[src/rtl/bnn_seq_pkg.sv]
// rtl/bnn_seq_pkg.sv - FSM state encoding and width helpers for the folded BNN classifier.
package bnn_seq_pkg;

    typedef enum logic [1:0] {
        IDLE,
        L1,
        L2,
        DONE
    } state_t;

    // Signed first-layer sum: feature magnitude, growth over FEAT_CNT terms, sign bit.
    function automatic int acc_width(input int feat_cnt, input int feat_bits);
        return feat_bits + $clog2(feat_cnt + 1) + 1;
    endfunction

    function automatic int sum_width(input int n);
        return $clog2(n + 1);
    endfunction

    function automatic int idx_width(input int n);
        return (n > 1) ? $clog2(n) : 1;
    endfunction

endpackage

[src/rtl/bnn_l1_lane.sv]
// rtl/bnn_l1_lane.sv - one hidden neuron: signed +/-feature sum followed by sign activation.
module bnn_l1_lane
    import bnn_seq_pkg::*;
#(
    parameter int FEAT_CNT  = 12,
    parameter int FEAT_BITS = 4
) (
    input  logic [FEAT_CNT*FEAT_BITS-1:0] features,
    input  logic [FEAT_CNT-1:0]           weights,
    output logic                          hidden_bit
);

    localparam int AW = acc_width(FEAT_CNT, FEAT_BITS);

    logic signed [AW-1:0] acc;
    logic signed [AW-1:0] term;

    always_comb begin
        acc  = '0;
        term = '0;
        for (int i = 0; i < FEAT_CNT; i++) begin
            term = $signed({{(AW-FEAT_BITS){1'b0}}, features[i*FEAT_BITS +: FEAT_BITS]});
            if (weights[i]) begin
                acc = acc + term;
            end else begin
                acc = acc - term;
            end
        end
        // A zero sum activates the neuron.
        hidden_bit = ~acc[AW-1];
    end

endmodule

[src/rtl/bnn_seq_classifier.sv]
// rtl/bnn_seq_classifier.sv - folded two-layer BNN classifier; BNN_SEQ_SCORE_EN exposes the winning popcount.
module bnn_seq_classifier
    import bnn_seq_pkg::*;
#(
    parameter int FEAT_CNT   = 12,
    parameter int FEAT_BITS  = 4,
    parameter int HIDDEN_CNT = 40,
    parameter int CLASS_CNT  = 6,
    parameter int PAR        = 4,
    parameter logic [HIDDEN_CNT*FEAT_CNT-1:0]  W1 = '1,
    parameter logic [CLASS_CNT*HIDDEN_CNT-1:0] W2 = '1
) (
    input  logic                              clk,
    input  logic                              rst_n,
    input  logic                              in_valid,
    output logic                              in_ready,
    input  logic [FEAT_CNT*FEAT_BITS-1:0]     features,
    output logic                              out_valid,
    input  logic                              out_ready,
    output logic [idx_width(CLASS_CNT)-1:0]   prediction
`ifdef BNN_SEQ_SCORE_EN
    ,
    output logic [sum_width(HIDDEN_CNT)-1:0]  score
`endif
);

    localparam int GROUPS = HIDDEN_CNT / PAR;
    localparam int GW     = idx_width(GROUPS);
    localparam int CW     = idx_width(CLASS_CNT);
    localparam int SW     = sum_width(HIDDEN_CNT);

    if ((PAR < 1) || (PAR > HIDDEN_CNT) || (HIDDEN_CNT % PAR != 0)) begin : g_bad_par
        $error("bnn_seq_classifier: HIDDEN_CNT must be a multiple of PAR, 1 <= PAR <= HIDDEN_CNT");
    end
    if (CLASS_CNT < 2) begin : g_bad_class
        $error("bnn_seq_classifier: CLASS_CNT must be at least 2");
    end

    state_t state, state_nxt;

    logic [FEAT_CNT*FEAT_BITS-1:0] feat_q;
    logic [HIDDEN_CNT-1:0]         hidden_q;
    logic [GW-1:0]                 g_q;
    logic [CW-1:0]                 c_q;
    logic [SW-1:0]                 best_q;
    logic [CW-1:0]                 best_idx_q;

    logic [PAR-1:0][FEAT_CNT-1:0]  lane_w;
    logic [PAR-1:0]                lane_bit;
    logic [HIDDEN_CNT-1:0]         w2_row;
    logic [SW-1:0]                 l2_sum;
    logic                          g_last;
    logic                          c_last;

    assign g_last = (g_q == GW'(GROUPS - 1));
    assign c_last = (c_q == CW'(CLASS_CNT - 1));

    // Constant-indexed mux trees keep weight selection free of variable part-selects.
    always_comb begin
        lane_w = '0;
        for (int gg = 0; gg < GROUPS; gg++) begin
            if (g_q == GW'(gg)) begin
                for (int p = 0; p < PAR; p++) begin
                    lane_w[p] = W1[(gg*PAR + p)*FEAT_CNT +: FEAT_CNT];
                end
            end
        end
    end

    for (genvar p = 0; p < PAR; p++) begin : g_lane
        bnn_l1_lane #(
            .FEAT_CNT (FEAT_CNT),
            .FEAT_BITS(FEAT_BITS)
        ) u_lane (
            .features  (feat_q),
            .weights   (lane_w[p]),
            .hidden_bit(lane_bit[p])
        );
    end

    always_comb begin
        w2_row = '0;
        for (int cc = 0; cc < CLASS_CNT; cc++) begin
            if (c_q == CW'(cc)) begin
                w2_row = W2[cc*HIDDEN_CNT +: HIDDEN_CNT];
            end
        end
        l2_sum = '0;
        for (int h = 0; h < HIDDEN_CNT; h++) begin
            l2_sum = l2_sum + SW'(~(hidden_q[h] ^ w2_row[h]));
        end
    end

    always_comb begin
        state_nxt = state;
        case (state)
            IDLE:    if (in_valid)  state_nxt = L1;
            L1:      if (g_last)    state_nxt = L2;
            L2:      if (c_last)    state_nxt = DONE;
            DONE:    if (out_ready) state_nxt = IDLE;
            default: state_nxt = IDLE;
        endcase
    end

    assign in_ready   = (state == IDLE);
    assign out_valid  = (state == DONE);
    assign prediction = best_idx_q;
`ifdef BNN_SEQ_SCORE_EN
    assign score      = best_q;
`endif

    always_ff @(posedge clk) begin
        if (!rst_n) begin
            state      <= IDLE;
            feat_q     <= '0;
            hidden_q   <= '0;
            g_q        <= '0;
            c_q        <= '0;
            best_q     <= '0;
            best_idx_q <= '0;
        end else begin
            state <= state_nxt;
            case (state)
                IDLE: begin
                    if (in_valid) begin
                        feat_q <= features;
                        g_q    <= '0;
                    end
                end
                L1: begin
                    for (int gg = 0; gg < GROUPS; gg++) begin
                        if (g_q == GW'(gg)) begin
                            for (int p = 0; p < PAR; p++) begin
                                hidden_q[gg*PAR + p] <= lane_bit[p];
                            end
                        end
                    end
                    if (g_last) begin
                        c_q        <= '0;
                        best_q     <= '0;
                        best_idx_q <= '0;
                    end else begin
                        g_q <= g_q + GW'(1);
                    end
                end
                L2: begin
                    // Strict compare keeps the lowest class index on ties.
                    if ((c_q == '0) || (l2_sum > best_q)) begin
                        best_q     <= l2_sum;
                        best_idx_q <= c_q;
                    end
                    if (!c_last) begin
                        c_q <= c_q + CW'(1);
                    end
                end
                default: ;
            endcase
        end
    end

endmodule

[config.mk]
export PLATFORM = sky130hd
export DESIGN_NAME = bnn_seq_classifier
export DESIGN_NICKNAME = d
export VERILOG_FILES = /design/src/rtl/bnn_seq_pkg.sv /design/src/rtl/bnn_l1_lane.sv /design/src/rtl/bnn_seq_classifier.sv
export SDC_FILE = /design/constraint.sdc
export NUM_CORES = 1
export LEC_CHECK = 0
export ABC_AREA = 0
export CAP_MARGIN = 20
export CORE_MARGIN = 5
export CORE_UTILIZATION = 50
export CTS_BUF_LIST = sky130_fd_sc_hd__clkbuf_4
export CTS_CLUSTER_DIAMETER = 60
export DETAILED_ROUTE_END_ITERATION = 10
export PLACE_DENSITY = 0.69
export SYNTH_ARGS = -nofsm -noshare
export SYNTH_HDL_FRONTEND = slang
export SYNTH_SLANG_ARGS = --single-unit
[constraint.sdc]
create_clock -name clk -period 12.9 [get_ports clk]
set_clock_uncertainty 0.05 [all_clocks]
set_input_delay 1.935 -clock clk [delete_from_list [all_inputs] [get_ports clk]]
set_output_delay 1.935 -clock clk [all_outputs]
set_load 0.01 [all_outputs]
[Word level (Yosys, flattened, before mapping)]
Index checks and enable logic that the tools add are counted.
Word-level totals
  word-level logic and storage cells: 356
  bits in registers: 106
  bits of input ports: 52
  output and inout bits: 5
Operators by class
  bitwise gates (word level): 84
  mux-type cells: 80
  $add $sub $neg: 130
  reduce and logical (&&, ||, !) cells: 21
  $lt $le $gt $ge: 1
  eq/ne operators: 24
Operator list (number)
  $mux W48: 10
  $mux W9: 48
  $add A9 B5 Y9: 44
  $sub A9 B5 Y9: 44
  $mux W40: 6
  $not A1 Y6: 40
  $add A6 B6 Y6: 39
  $xor A1 B1 Y1: 40
  $reduce_and A2 Y1: 11
  $eq A4 B3 Y1 const B: 4
  $mux W6: 2
  $ne A2 B2 Y1 const B: 6
  $pmux W3 S2: 2
  $pmux W6 S2: 1
  $mux W3: 3
  $reduce_and A3 Y1: 3
  $eq A4 B2 Y1 const B: 2
  $eq A4 B4 Y1 const B: 2
  $mux W2: 4
  $mux W4: 2
  $pmux W2 S4: 1
  $pmux W4 S2: 1
  $eq A3 B2 Y1 const B: 2
  $eq A3 B3 Y1 const B: 2
  other kinds (16): 21

[Longest topological paths before layout]
  depth after elaboration: 52
  depth in mapped cells: 47
  mapped depth without buffers: 45

[Cells and area by module]
Synthesis repeated with hierarchy kept, for this count alone.
Unflattened totals
  cell total of the unflattened synthesis: 2746
  area total of the unflattened synthesis: 22337.7 sq um
By module, submodules not included
  bnn_seq_classifier: sequential area each 2122.0 sq um, times used 1, cells each 634, area an instance 5671.7 sq um
  bnn_l1_lane at g_lane[1].u_lane: sequential area each 0.0 sq um, times used 1, cells each 530, area an instance 4196.5 sq um
  bnn_l1_lane at g_lane[2].u_lane: sequential area each 0.0 sq um, times used 1, cells each 532, area an instance 4182.8 sq um
  bnn_l1_lane at g_lane[3].u_lane: sequential area each 0.0 sq um, times used 1, cells each 524, area an instance 4146.5 sq um
  bnn_l1_lane at g_lane[0].u_lane: sequential area each 0.0 sq um, times used 1, cells each 526, area an instance 4140.2 sq um

[Worst setup path before layout]
No wires, ideal clock.
  path type: register -> register
  from: reg g_q[1]
  to: reg hidden_q[26]
  arrival time: 9710 ps
  cell stages (with the launch flop): 37
  library setup time: 116 ps
  setup slack: 3024 ps
  required time: 12734 ps
  path through: dfxtp_1 inv_1 ha_1 clkbuf_1 o21bai_1 a21oi_2 clkbuf_1 mux2_2 fa_1 fa_1 fa_1 fa_1 fa_1 fa_1 fa_1 fa_1 ha_1 a21o_1 a21oi_1 o21bai_1 a21oi_1 xnor2_1 ha_1 o21ai_0 a21oi_1 nor2_1 xnor2_1 ha_1 a2111oi_0 nand2_1 o22ai_1 xnor2_1 xnor2_1 xnor3_1 xor3_2 nor3b_4 a31o_1
Between the ends
  longest elaborated chain between the ends: 35
  elaborated cells between the ends (all ways): 56
  those cells by class: add/sub (22); eq/ne (9); mux (22); bitwise (1); reduce/logical (2)
Ends and longest elaborated chain
  from (decl): RTL line bnn_seq_classifier.sv:43  | logic [GW-1:0] g_q;
  from (signal assigned): RTL line bnn_seq_classifier.sv:143  | g_q <= g_q + GW'(1);
  $logic_not A4 Y1: RTL line bnn_seq_classifier.sv:62  | if (g_q == GW'(gg)) begin
  $mux W48 (10 in a row): RTL line bnn_seq_classifier.sv:62
  $mux W9: RTL line bnn_l1_lane.sv:23  | if (weights[i]) begin
  $sub A9 B5 Y9 / $add A9 B5 Y9 (equally long branches): RTL line bnn_l1_lane.sv:26, bnn_l1_lane.sv:24
  $mux W9: RTL line bnn_l1_lane.sv:23
  $sub A9 B5 Y9 / $add A9 B5 Y9 (equally long branches): RTL line bnn_l1_lane.sv:26, bnn_l1_lane.sv:24
  $mux W9: RTL line bnn_l1_lane.sv:23
  $sub A9 B5 Y9 / $add A9 B5 Y9 (equally long branches): RTL line bnn_l1_lane.sv:26, bnn_l1_lane.sv:24
  [... 10 more ...]
  $mux W9: RTL line bnn_l1_lane.sv:23
  $sub A9 B5 Y9 / $add A9 B5 Y9 (equally long branches): RTL line bnn_l1_lane.sv:26, bnn_l1_lane.sv:24
  $mux W9: RTL line bnn_l1_lane.sv:23
  $sub A9 B5 Y9 / $add A9 B5 Y9 (equally long branches): RTL line bnn_l1_lane.sv:26, bnn_l1_lane.sv:24
  $mux W9: RTL line bnn_l1_lane.sv:23
  $sub A9 B5 Y9 / $add A9 B5 Y9 (equally long branches): RTL line bnn_l1_lane.sv:26, bnn_l1_lane.sv:24
  $mux W9: RTL line bnn_l1_lane.sv:23
  $not A1 Y1: RTL line bnn_l1_lane.sv:30  | hidden_bit = ~acc[AW-1];
  to (signal, indexed assignment): RTL line bnn_seq_classifier.sv:134  | hidden_q[gg*PAR + p] <= lane_bit[p];
  to (decl): RTL line bnn_seq_classifier.sv:42  | logic [HIDDEN_CNT-1:0] hidden_q;
Several ways; a longest one is shown, not always the timed one.
A chain may end at the register's enable or synchronous reset.

[Final worst setup path]
  from: reg g_q[0]
  to: reg hidden_q[18]
The elaborated chain is that of the path after synthesis.

==> reports/qor.yml <==
clocking:
  path_clk_slew_ps: 150
  clk_path_buf_depth: 2
  clkLatencyLatePin_ps: 480
  cts_resized: 0
  cts.sinks: 76
  cts_tree: "done"
  hold_buffers: 0
  cts_buffers: 9
  cts-root-buf: "clkbuf_4"
  h-tree-depth: 3
  postCtsSetupBuffers: 0
sta:
  drv_slew: 0
  rsz0062_at_grt: "false"
  period_share: 0.801
  setup_viol: 0
  max_freq_ghz: 0.0967
  fin_tns_setup_ps: 0
  finalHoldViolations: 0
  finalCriticalPeriod_ps: 10340
  slew_headroom: 0.381
  worstMarginPinSlew_ps: 929
  worst_slack_ps: 2560
cells_and_area:
  fill_cells: 1587
  fin_area_um2: 9170
  area_growth_pct: 11.2
  final_nets: 1279
  drive_above_1_share: 0.0552
critical_path:
  crit_fanout: 62
  critical-path-top-delay-family: "adder cells"
  worstPathRequired_ps: 13250
  worstSetupPathType: "register to register"
  cp_data_arrival_time_ps: 10680
  cp_num_buf_inv: 1
  critPathSlowestCell: "buf_4"
  cp-end-kind: "register"
  max_stage_delay_ps: 630
  start_kind: "register"
  crit_top_cell: "fa_1"
synthesis:
  synthFlopType: "dfxtp_1"
  synth_most_common_cell: "ha_1"
  ys_ff_latch: 76
  synth_top_area_cell: "ha_1"
  synth_fp_nets: 1242
  ys_seq_area_frac: 0.184
  synth.area.top_cells: "ha_1, dfxtp_1, a21oi_1"
  synth_common_cells: "ha_1, a21oi_1, nand2_1"
  ys_types: 48
  synthCells: 1027
  yosysWarnings: 0
  synth_edf_count: 0
  synth_area_um2: 8250
  syn_avg_cell_area_um2: 8.03
  synth_top_area_share: 0.208
  async_reset_ff_frac: 0
floorplan:
  die_h_um: 138
  io_pins: 57
  die_area_um2: 19200
  core-area_um2: 16400
  die_w_um: 138
  fp-row-count: 47
  start_util: 0.503
global_route:
  grt_use_total: 0.184
  grt_max_degree: 63
  grt_pass1_vias: 6596
  grt_pass1_wl_mm: 29.9
  antenna_found_initial: 1
  grt.overflow.total: 0
placement:
  place_area_um2: 8990
  hpwl_mm: 13.7
  portBuffers: 56
  place_ws_ps: 2580
  gp_congestion: 0.838
routing:
  wl_per_cell_um: 13.4
  drtIter0Drc: 247
  ant_nets: 0
  routed_wl_mm: 17.2
  via_count: 6758
  drt-vias-per-instance: 5.24
  drtPass1Iterations: 4
  drcViolationCount: 0
status:
  outcome: "finished clean"
job:
  drv_cap: 0
hold_path:
  hold_class: "register to register"
[kinds of logic (layout without fill, tap and decap cells)]
family,after synthesis,count (layout),synth area share
and+or+nand+nor,275,275,0.148
muxes,27,27,0.0363
xor gates and xnor gates,112,112,0.124
other,0,1,0
adders and majority gates,163,163,0.271
DFF,76,76,0.184
buffers and inverters,133,175,0.0607
AOI/OAI and AO/OA,241,241,0.176
[sequential cells by signal, indices dropped and copies added, names as in the netlist]
name	count
hidden_q	10
best_q	6
g_q	4
feat_q	48
state	2
prediction	3
c_q	3
[metal layers]
layer | global-route usage | vias to the layer above | part of all wire
met5 | 0 | - | 0
met4 | 0.0681 | 0 | 0.021
met3 | 0.0283 | 29 | 0.030
met2 | 0.309 | 96 | 0.48
met1 | 0.238 | 3087 | 0.47
li1 | - | 3546 | -
[per-stage QoR]
step                utilization  std cells  hold slack (ps)
floorplan                     -       1027              404
global placement          0.548       1272              416
detailed placement        0.548       1272              427
CTS                       0.558       1288              451
global route              0.559       1290              479
finish                    0.559       1290              448
[final cells by class]
cell class | count | area [um2] | area share
antenna | 1 | 2.50 | 0.000273
clock buffer | 9 | 67.6 | 0.00737
clock inverter | 7 | 105 | 0.0115
inverter | 98 | 368 | 0.0401
multi-input combinational | 818 | 6230 | 0.680
sequential | 76 | 1520 | 0.166
tap | 220 | 275 | 0.0300
timing repair buffer | 61 | 598 | 0.0652
[worst reg2reg max path: cells and delay by family, from the launching register on]
| kind | cells | cell delay [ps] |
|---|---|---|
| AOI/OAI and AO/OA | 11 | 2210 |
| xor gates and xnor gates | 6 | 1100 |
| adders and majority gates | 11 | 5030 |
| buffers and inverters | 1 | 630 |
| DFF | 1 | 440 |
| muxes | 1 | 450 |
| and+or+nand+nor | 3 | 340 |
[cell usage in the layout (no fill, tap or decap), types with 24 or more instances in the layout]
| cell type | synthesis | final |
|---|---|---|
| ha_1 | 137 | 137 |
| o21bai_1 | 24 | 24 |
| dfxtp_1 | 76 | 76 |
| inv_1 | 97 | 97 |
| nand2_1 | 124 | 124 |
| nor2_1 | 83 | 83 |
| xnor2_1 | 71 | 71 |
| a21oi_1 | 128 | 128 |
| fa_1 | 26 | 26 |
| clkdlybuf4s50_1 | 0 | 56 |
| xor2_1 | 38 | 38 |
[worst paths after layout]
check	start	end	slack (ps)	cells after the start
setup reg to reg	g_q[0]	hidden_q[18]	2560	33
hold reg to reg	feat_q[11]	feat_q[11]	450	2
setup / recovery	g_q[0]	hidden_q[18]	2560	33
hold / removal	feat_q[11]	feat_q[11]	450	2
Power is not shown: default switching activity piles up to over one toggle a cycle in this logic, so the estimate is an artifact.
